### src/rtl/alu_seq.sv
// alu_seq: sequences one command at a time through an external 8-bit ALU.
// A command is accepted in IDLE. Its operands come from a 4 x 8 register file
// (operand B may be an immediate instead). They are presented to the ALU for
// SETTLE cycles, and the result and flags are captured one cycle later. The
// response is then held until the consumer takes it.
//
// State | Meaning
// IDLE    | cmd_ready high, waiting for a command
// ISSUE   | operands driven to the ALU, counting down SETTLE cycles
// CAPTURE | operands still driven; sample alu_z/flags, writeback, flag update
// RESP    | rsp_valid high, response held until rsp_ready
//
// Ports
//   clk, rst                  clock, synchronous active-high reset
//   cmd_valid/cmd_ready       command handshake
//   cmd_func, cmd_dst, cmd_srca, cmd_srcb, cmd_imm_en, cmd_imm   command fields
//   alu_a, alu_b, alu_func    operands and function code to the external ALU
//   alu_z, alu_sf/cf/zf/of    result and flags from the external ALU
//   rsp_valid/rsp_ready       response handshake
//   rsp_data, rsp_flags, rsp_err   result, flag register {SF,CF,ZF,OF}, bad-code
module alu_seq #(
    parameter int SETTLE = 1
) (
    input  logic       clk,
    input  logic       rst,
    input  logic       cmd_valid,
    output logic       cmd_ready,
    input  logic [4:0] cmd_func,
    input  logic [1:0] cmd_dst,
    input  logic [1:0] cmd_srca,
    input  logic [1:0] cmd_srcb,
    input  logic       cmd_imm_en,
    input  logic [7:0] cmd_imm,
    output logic [7:0] alu_a,
    output logic [7:0] alu_b,
    output logic [4:0] alu_func,
    input  logic [7:0] alu_z,
    input  logic       alu_sf,
    input  logic       alu_cf,
    input  logic       alu_zf,
    input  logic       alu_of,
    output logic       rsp_valid,
    input  logic       rsp_ready,
    output logic [7:0] rsp_data,
    output logic [3:0] rsp_flags,
    output logic       rsp_err
);

    typedef enum logic [1:0] {IDLE, ISSUE, CAPTURE, RESP} state_t;

    state_t     state, state_nx;
    logic [7:0] rf [4];
    logic [3:0] flags;
    logic [4:0] op_func;
    logic [1:0] op_dst;
    logic [7:0] op_a, op_b;
    logic [2:0] settle_cnt;
    logic [7:0] data_q;
    logic       err_q;

    logic op_wr, op_pack, op_flag, op_bad;

    // Function-code classes for the op currently latched.
    always_comb begin
        op_wr   = op_func inside {5'd1, 5'd2, 5'd3, 5'd4, 5'd5, 5'd6, 5'd8, 5'd9,
                                  5'd10, 5'd11, 5'd12, 5'd15, 5'd16};
        op_pack = (op_func == 5'd7);
        op_flag = op_func inside {5'd1, 5'd2, 5'd3, 5'd4, 5'd5, 5'd9, 5'd10,
                                  5'd11, 5'd12, 5'd15, 5'd16, 5'd20};
        op_bad  = op_func inside {5'd13, 5'd14, 5'd17, 5'd18, 5'd19, [5'd21:5'd31]};
    end

    always_comb begin
        state_nx  = state;
        cmd_ready = 1'b0;
        rsp_valid = 1'b0;
        alu_a     = 8'h00;
        alu_b     = 8'h00;
        alu_func  = 5'd0;
        case (state)
            IDLE: begin
                cmd_ready = 1'b1;
                if (cmd_valid) state_nx = ISSUE;
            end
            ISSUE: begin
                alu_a    = op_a;
                alu_b    = op_b;
                alu_func = op_func;
                if (settle_cnt == 3'd0) state_nx = CAPTURE;
            end
            CAPTURE: begin
                alu_a    = op_a;
                alu_b    = op_b;
                alu_func = op_func;
                state_nx = RESP;
            end
            RESP: begin
                rsp_valid = 1'b1;
                if (rsp_ready) state_nx = IDLE;
            end
            default: state_nx = IDLE;
        endcase
    end

    assign rsp_data  = data_q;
    assign rsp_err   = err_q;
    assign rsp_flags = flags;

    always_ff @(posedge clk) begin
        if (rst) begin
            state      <= IDLE;
            for (int i = 0; i < 4; i++) rf[i] <= 8'h00;
            flags      <= 4'h0;
            op_func    <= 5'd0;
            op_dst     <= 2'd0;
            op_a       <= 8'h00;
            op_b       <= 8'h00;
            settle_cnt <= 3'd0;
            data_q     <= 8'h00;
            err_q      <= 1'b0;
        end else begin
            state <= state_nx;
            case (state)
                IDLE: begin
                    if (cmd_valid) begin
                        op_func    <= cmd_func;
                        op_dst     <= cmd_dst;
                        op_a       <= rf[cmd_srca];
                        op_b       <= cmd_imm_en ? cmd_imm : rf[cmd_srcb];
                        // ISSUE lasts SETTLE cycles; leave when the count reaches zero.
                        settle_cnt <= 3'(SETTLE - 1);
                    end
                end
                ISSUE: begin
                    if (settle_cnt != 3'd0) settle_cnt <= settle_cnt - 3'd1;
                end
                CAPTURE: begin
                    if (op_bad) begin
                        data_q <= 8'h00;
                        err_q  <= 1'b1;
                    end else begin
                        data_q <= alu_z;
                        err_q  <= 1'b0;
                        if (op_wr || op_pack) rf[op_dst] <= alu_z;
                        // Pack's second write targets the partner register, never op_dst.
                        if (op_pack) rf[op_dst ^ 2'd1] <= op_b;
                        if (op_flag) flags <= {alu_sf, alu_cf, alu_zf, alu_of};
                    end
                end
                default: ;
            endcase
        end
    end

endmodule

### config.mk
export PLATFORM = sky130hd
export DESIGN_NAME = alu_seq
export DESIGN_NICKNAME = d
export VERILOG_FILES = /design/src/rtl/alu_seq.sv
export SDC_FILE = /design/constraint.sdc
export NUM_CORES = 1
export LEC_CHECK = 0
export CORE_AREA = 3 3 87 89
export DETAILED_ROUTE_END_ITERATION = 16
export DIE_AREA = 0 0 90 92
export DONT_BUFFER_PORTS = 1
export PLACE_DENSITY = 0.84
export SETUP_SLACK_MARGIN = 0.5
export SYNTH_ARGS = -nofsm -noshare
export SYNTH_HDL_FRONTEND = slang
export SYNTH_SLANG_ARGS = --single-unit
export TNS_END_PERCENT = 10
### constraint.sdc
create_clock -name clk -period 6.7 [get_ports clk]
set_input_delay 1.005 -clock clk [delete_from_list [all_inputs] [get_ports clk]]
set_output_delay 1.005 -clock clk [all_outputs]
set_load 0.01 [all_outputs]
======== Word-level counts from Yosys, hierarchy flattened ========
Memories as Yosys holds them, arrays and structs flattened. A register that Yosys moved wholly into a read port is not among the register bits.
Index checks and enable logic that the tools add are counted.
operators by class
  $add $sub $neg .......................... 1
  multipliers ............................. 0
  divide/modulo/power cells ............... 0
  $lt $le $gt $ge ......................... 2
  eq/ne operators ......................... 27
  shift-type cells ........................ 0
  multiplexer cells ....................... 33
  bitwise gates (word level) .............. 2
  reductions and logical operators ........ 16
operators by type and width
  kind                                                                count
  8-bit two-way mux                                                   6
  5-bit by 4-bit == test with 1-bit output, second input constant     8
  5-bit == test, second input constant                                5
  5-bit by 3-bit == test with 1-bit output, second input constant     4
  1-bit two-way mux                                                   17
  8-bit OR reduction                                                  2
  13-bit nonzero test                                                 1
  12-bit nonzero test                                                 1
  5-bit by 2-bit == test with 1-bit output, second input constant     2
  2-bit two-way mux                                                   5
  3-bit AND reduction                                                 3
  2-bit inequality test, second input constant                        4
  2-bit case mux with 4 select lines                                  1
  3-bit two-way mux                                                   2
  3-bit case mux with 2 select lines                                  1
  6-bit nonzero test                                                  1
  5-bit by 1-bit == test with 1-bit output, second input constant     1
  5-bit greater-or-equal comparator, second input constant            1
  5-bit <= comparator, second input constant                          1
  5-bit two-way mux                                                   1
  2-bit == test, second input constant                                2
  3-bit zero test                                                     1
  3-bit nonzero test                                                  1
  3-bit by 1-bit subtractor with 3-bit output, second input constant  1
  other kinds (8)                                                     9
word-level totals
  register bits ........................... 33
  bits in latches ......................... 0
  RAM bits ................................ 32
  bits in read-only memories .............. 0
  input port bits ......................... 36
  output and inout port bits .............. 36
  word-level logic and storage cells ...... 90
  memories kept ........................... 1
memory list
  name  words  bits a word  read ports  clocked after memory_dff  write ports  RTL line  source
  rf    4      8            2           1                         4            52        logic [7:0] rf [4];

======== Longest topological paths before layout ========
  depth in word-level cells ............... 10
  mapped depth ............................ 8
  gate-level depth less buffers ........... 6

======== Least setup slack after synthesis ========
No wires, ideal clock.
  path kind ............................... input -> register
  start ................................... input rst
  end ..................................... memory rf[2][0] (enable)
  library setup time ...................... 404 ps
  arrival time ............................ 2568 ps
  data required time ...................... 6296 ps
  setup slack ............................. 3729 ps
  cell stages on the path ................. 4
  buffers on the path ..................... 1
  cell sequence ........................... nor2b_1 > buf_4 > nand2_1 > o311ai_0
RTL lines
  item             RTL line  source
  start, declared  25        input logic rst,
  end, declared    52

==> results.py <==
metrics = {
    "clock_tree": {
        "cts_resized": 0,
        "clock_latency_ns": 0.35,
        "clockBufferDepth": 2,
        "postCtsHoldBufs": 0,
        "cts.sinks": 73,
        "cts_made_buffers": 9,
        "cts-root-buf": "clkbuf_8",
        "htree_levels": 3,
        "cts_tree": "done",
        "cts_setup_buffers": 0,
        "clkTransAtPathRegs_ns": 0.08,
    },
    "routing": {
        "drcViolationCount": 0,
        "vias": 3136,
        "drtIter0Drc": 310,
        "postRouteWirelength_um": 9650,
        "wire_per_inst_um": 19.98,
        "vias_per_cell": 6.493,
        "first_pass_iters": 5,
        "ant_nets": 0,
    },
    "synth": {
        "synth_nets": 445,
        "synth_warnings": 0,
        "ys_ff_latch": 73,
        "syn_area_per_cell_um2": 10.25,
        "syn-cell-area_um2": 4130,
        "synthCells": 403,
        "synth_flop_cell": "dfxtp_1",
        "synth.distinct_cells": 54,
        "async_reset_ff_share_pct": 0,
        "ys_seq_area_share_pct": 43.14,
        "synth_edf_count": 32,
    },
    "cells_and_area": {
        "layout.cells.non_filler": 483,
        "layout_commonest_cell": "nand2_1",
        "fillers": 525,
        "multiInputGateArea_um2": 2125,
        "final_util_pct": 63.13,
        "drive_above_1_share_pct": 14.47,
        "stdcell_area_um2": 4313,
        "nNetsFinal": 424,
        "regArea_um2": 1782,
        "antenna_cells": 0,
        "final_cell_mix": "75 x nand2_1, 41 x dfxtp_1, 34 x a21oi_1",
        "areaGrowthSynthToFinish_pct": 4.423,
    },
    "placed_design": {
        "pre_cts_slack_ns": 3.105,
        "dp.cells": 467,
        "routabilityCongestion": 0.8545,
        "dpl.hpwl_um": 7192,
        "place_area_um2": 4079,
        "io_buffers": 0,
    },
    "sta": {
        "setup-tns-final_ns": 0,
        "fin_crit_sh_pct": 53.99,
        "timing.final.ws_setup_ns": 3.083,
        "rsz0062_at_grt": "false",
        "finClkSkew_ns": 0.009254,
        "fin_crit_ns": 3.617,
        "hold_viol_final": 0,
        "maxSlewHeadroom_pct": 28.49,
        "final_max_slew_viol_count": 0,
        "max_freq_ghz": 0.2765,
        "setup_violations": 0,
        "timing.hold.ws_ns": 0.4459,
        "tightest_slew_ns": 1.070,
    },
    "pwr": {
        "ir_worst_vdd_v": 0.0001390,
        "power.density_nw_per_um2": 324.7,
        "leakage_nw": 1.381,
        "p_total_mw": 1.400,
    },
    "setup_path": {
        "cp_max_fo": 19,
        "arrival_ns": 3.60,
        "required_ns": 6.68,
        "critPathKind": "register to register",
        "endpoint_kind": "register",
        "worst_setup_path_start_kind": "register",
    },
    "global_route": {
        "overflow": 0,
        "grt_max_degree": 37,
        "first_global_vias": 2930,
        "grt_antenna_before_repair": 0,
        "grt_usage_pct": 23.51,
        "grt_pass1_wl_um": 15250,
    },
    "run_status": {
        "status": "finished clean",
    },
    "floorplan": {
        "die_area_um2": 8280,
        "num_rows": 30,
        "io_pins": 72,
        "dieHeight_um": 92,
        "start_util_pct": 60.46,
        "chipWidth_um": 90,
        "core_um2": 6832,
    },
    "flow_run": {
        "maxCapViolations": 0,
    },
    "min_path": {
        "hp-class": "register to register",
    },
}
## worst max-delay path: stages (launching register included)
cell and delay (ns):
dfxtp_1 0.34, inv_1 0.10, ha_1 0.51, nor2b_1 0.91, nand2b_1 0.57, o221ai_1 0.80
## worst paths after layout
kind | start | cells after the start | slack (ns) | end
hold / removal | op_a[6] | 2 | 0.45 | op_a[6]
hold reg to reg | op_a[6] | 2 | 0.45 | op_a[6]
setup reg to reg | state[0] | 5 | 3.08 | rf[1][1]
setup / recovery | state[0] | 5 | 3.08 | rf[1][1]
## sequential cells by signal (all words and copies together) (netlist names)
| signal | cells |
|---|---|
| rf | 32 |
| rsp_data | 8 |
| rsp_err | 1 |
| op_b | 8 |
| state | 2 |
| op_a | 8 |
| rsp_flags | 4 |
| settle_cnt | 3 |
| op_func | 5 |
| op_dst | 2 |
## cells in the mapped netlist, types with 2 or more instances
| master | count | area (um2) |
|---|---|---|
| dfxtp_1 | 41 | 820.8 |
| buf_6 | 4 | 45.04 |
| o221ai_1 | 2 | 17.52 |
| nor3_1 | 2 | 10.01 |
| ha_1 | 6 | 75.07 |
| nor2b_1 | 3 | 18.77 |
| nand2_1 | 75 | 281.5 |
| nor2_1 | 6 | 22.52 |
| buf_2 | 4 | 20.02 |
| clkbuf_1 | 17 | 63.81 |
| buf_4 | 7 | 52.55 |
| o21a_1 | 2 | 15.01 |
| a21oi_1 | 34 | 170.2 |
| o32ai_2 | 12 | 195.2 |
| o22ai_1 | 16 | 100.1 |
| o21ai_0 | 8 | 40.04 |
| o32ai_1 | 4 | 35.03 |
| nand3_1 | 19 | 95.09 |
| mux2i_1 | 13 | 130.1 |
| buf_1 | 2 | 7.510 |
| mux4_2 | 16 | 360.4 |
| inv_1 | 7 | 26.28 |
| nand3b_1 | 2 | 15.01 |
| o211ai_1 | 8 | 60.06 |
| nand2b_1 | 12 | 75.07 |
| edfxtp_1 | 32 | 960.9 |
| and2_1 | 22 | 137.6 |
## cell type report
type                       count  share of cell area [%]
clock buffer                  10                   2.959
clock inverter                 6                   2.466
inverter                       8                  0.6963
multi-input combinational    287                   49.26
sequential                    73                   41.31
tap                           96                   2.785
timing repair buffer           3                  0.5222
## logic make-up after synthesis
family | Yosys count | share of synthesized area, %
adders and majority gates | 6 | 1.818
xor gates and xnor gates | 1 | 0.2121
AOI/OAI and AO/OA | 99 | 18.66
muxes | 30 | 12.15
and+or+nand+nor | 151 | 18.60
DFF | 73 | 43.14
buffers and inverters | 43 | 5.422
## layer usage
| metal | GRT usage [%] | wire length [um] |
|---|---|---|
| met2 | 35.53 | 4336 |
| met5 | 0 | 0 |
| met4 | 8.418 | 203 |
| met3 | 8.039 | 1101 |
| met1 | 31.51 | 4009 |
## report_power, final
group / switching, mW / internal [mW] / leakage [nW] / total, mW
Combinational: 0.233 / 0.137 / 0.599 / 0.370
Sequential: 0.0915 / 0.530 / 0.666 / 0.622
Clock: 0.163 / 0.246 / 0.116 / 0.409
(Power assumes the default switching activity.)
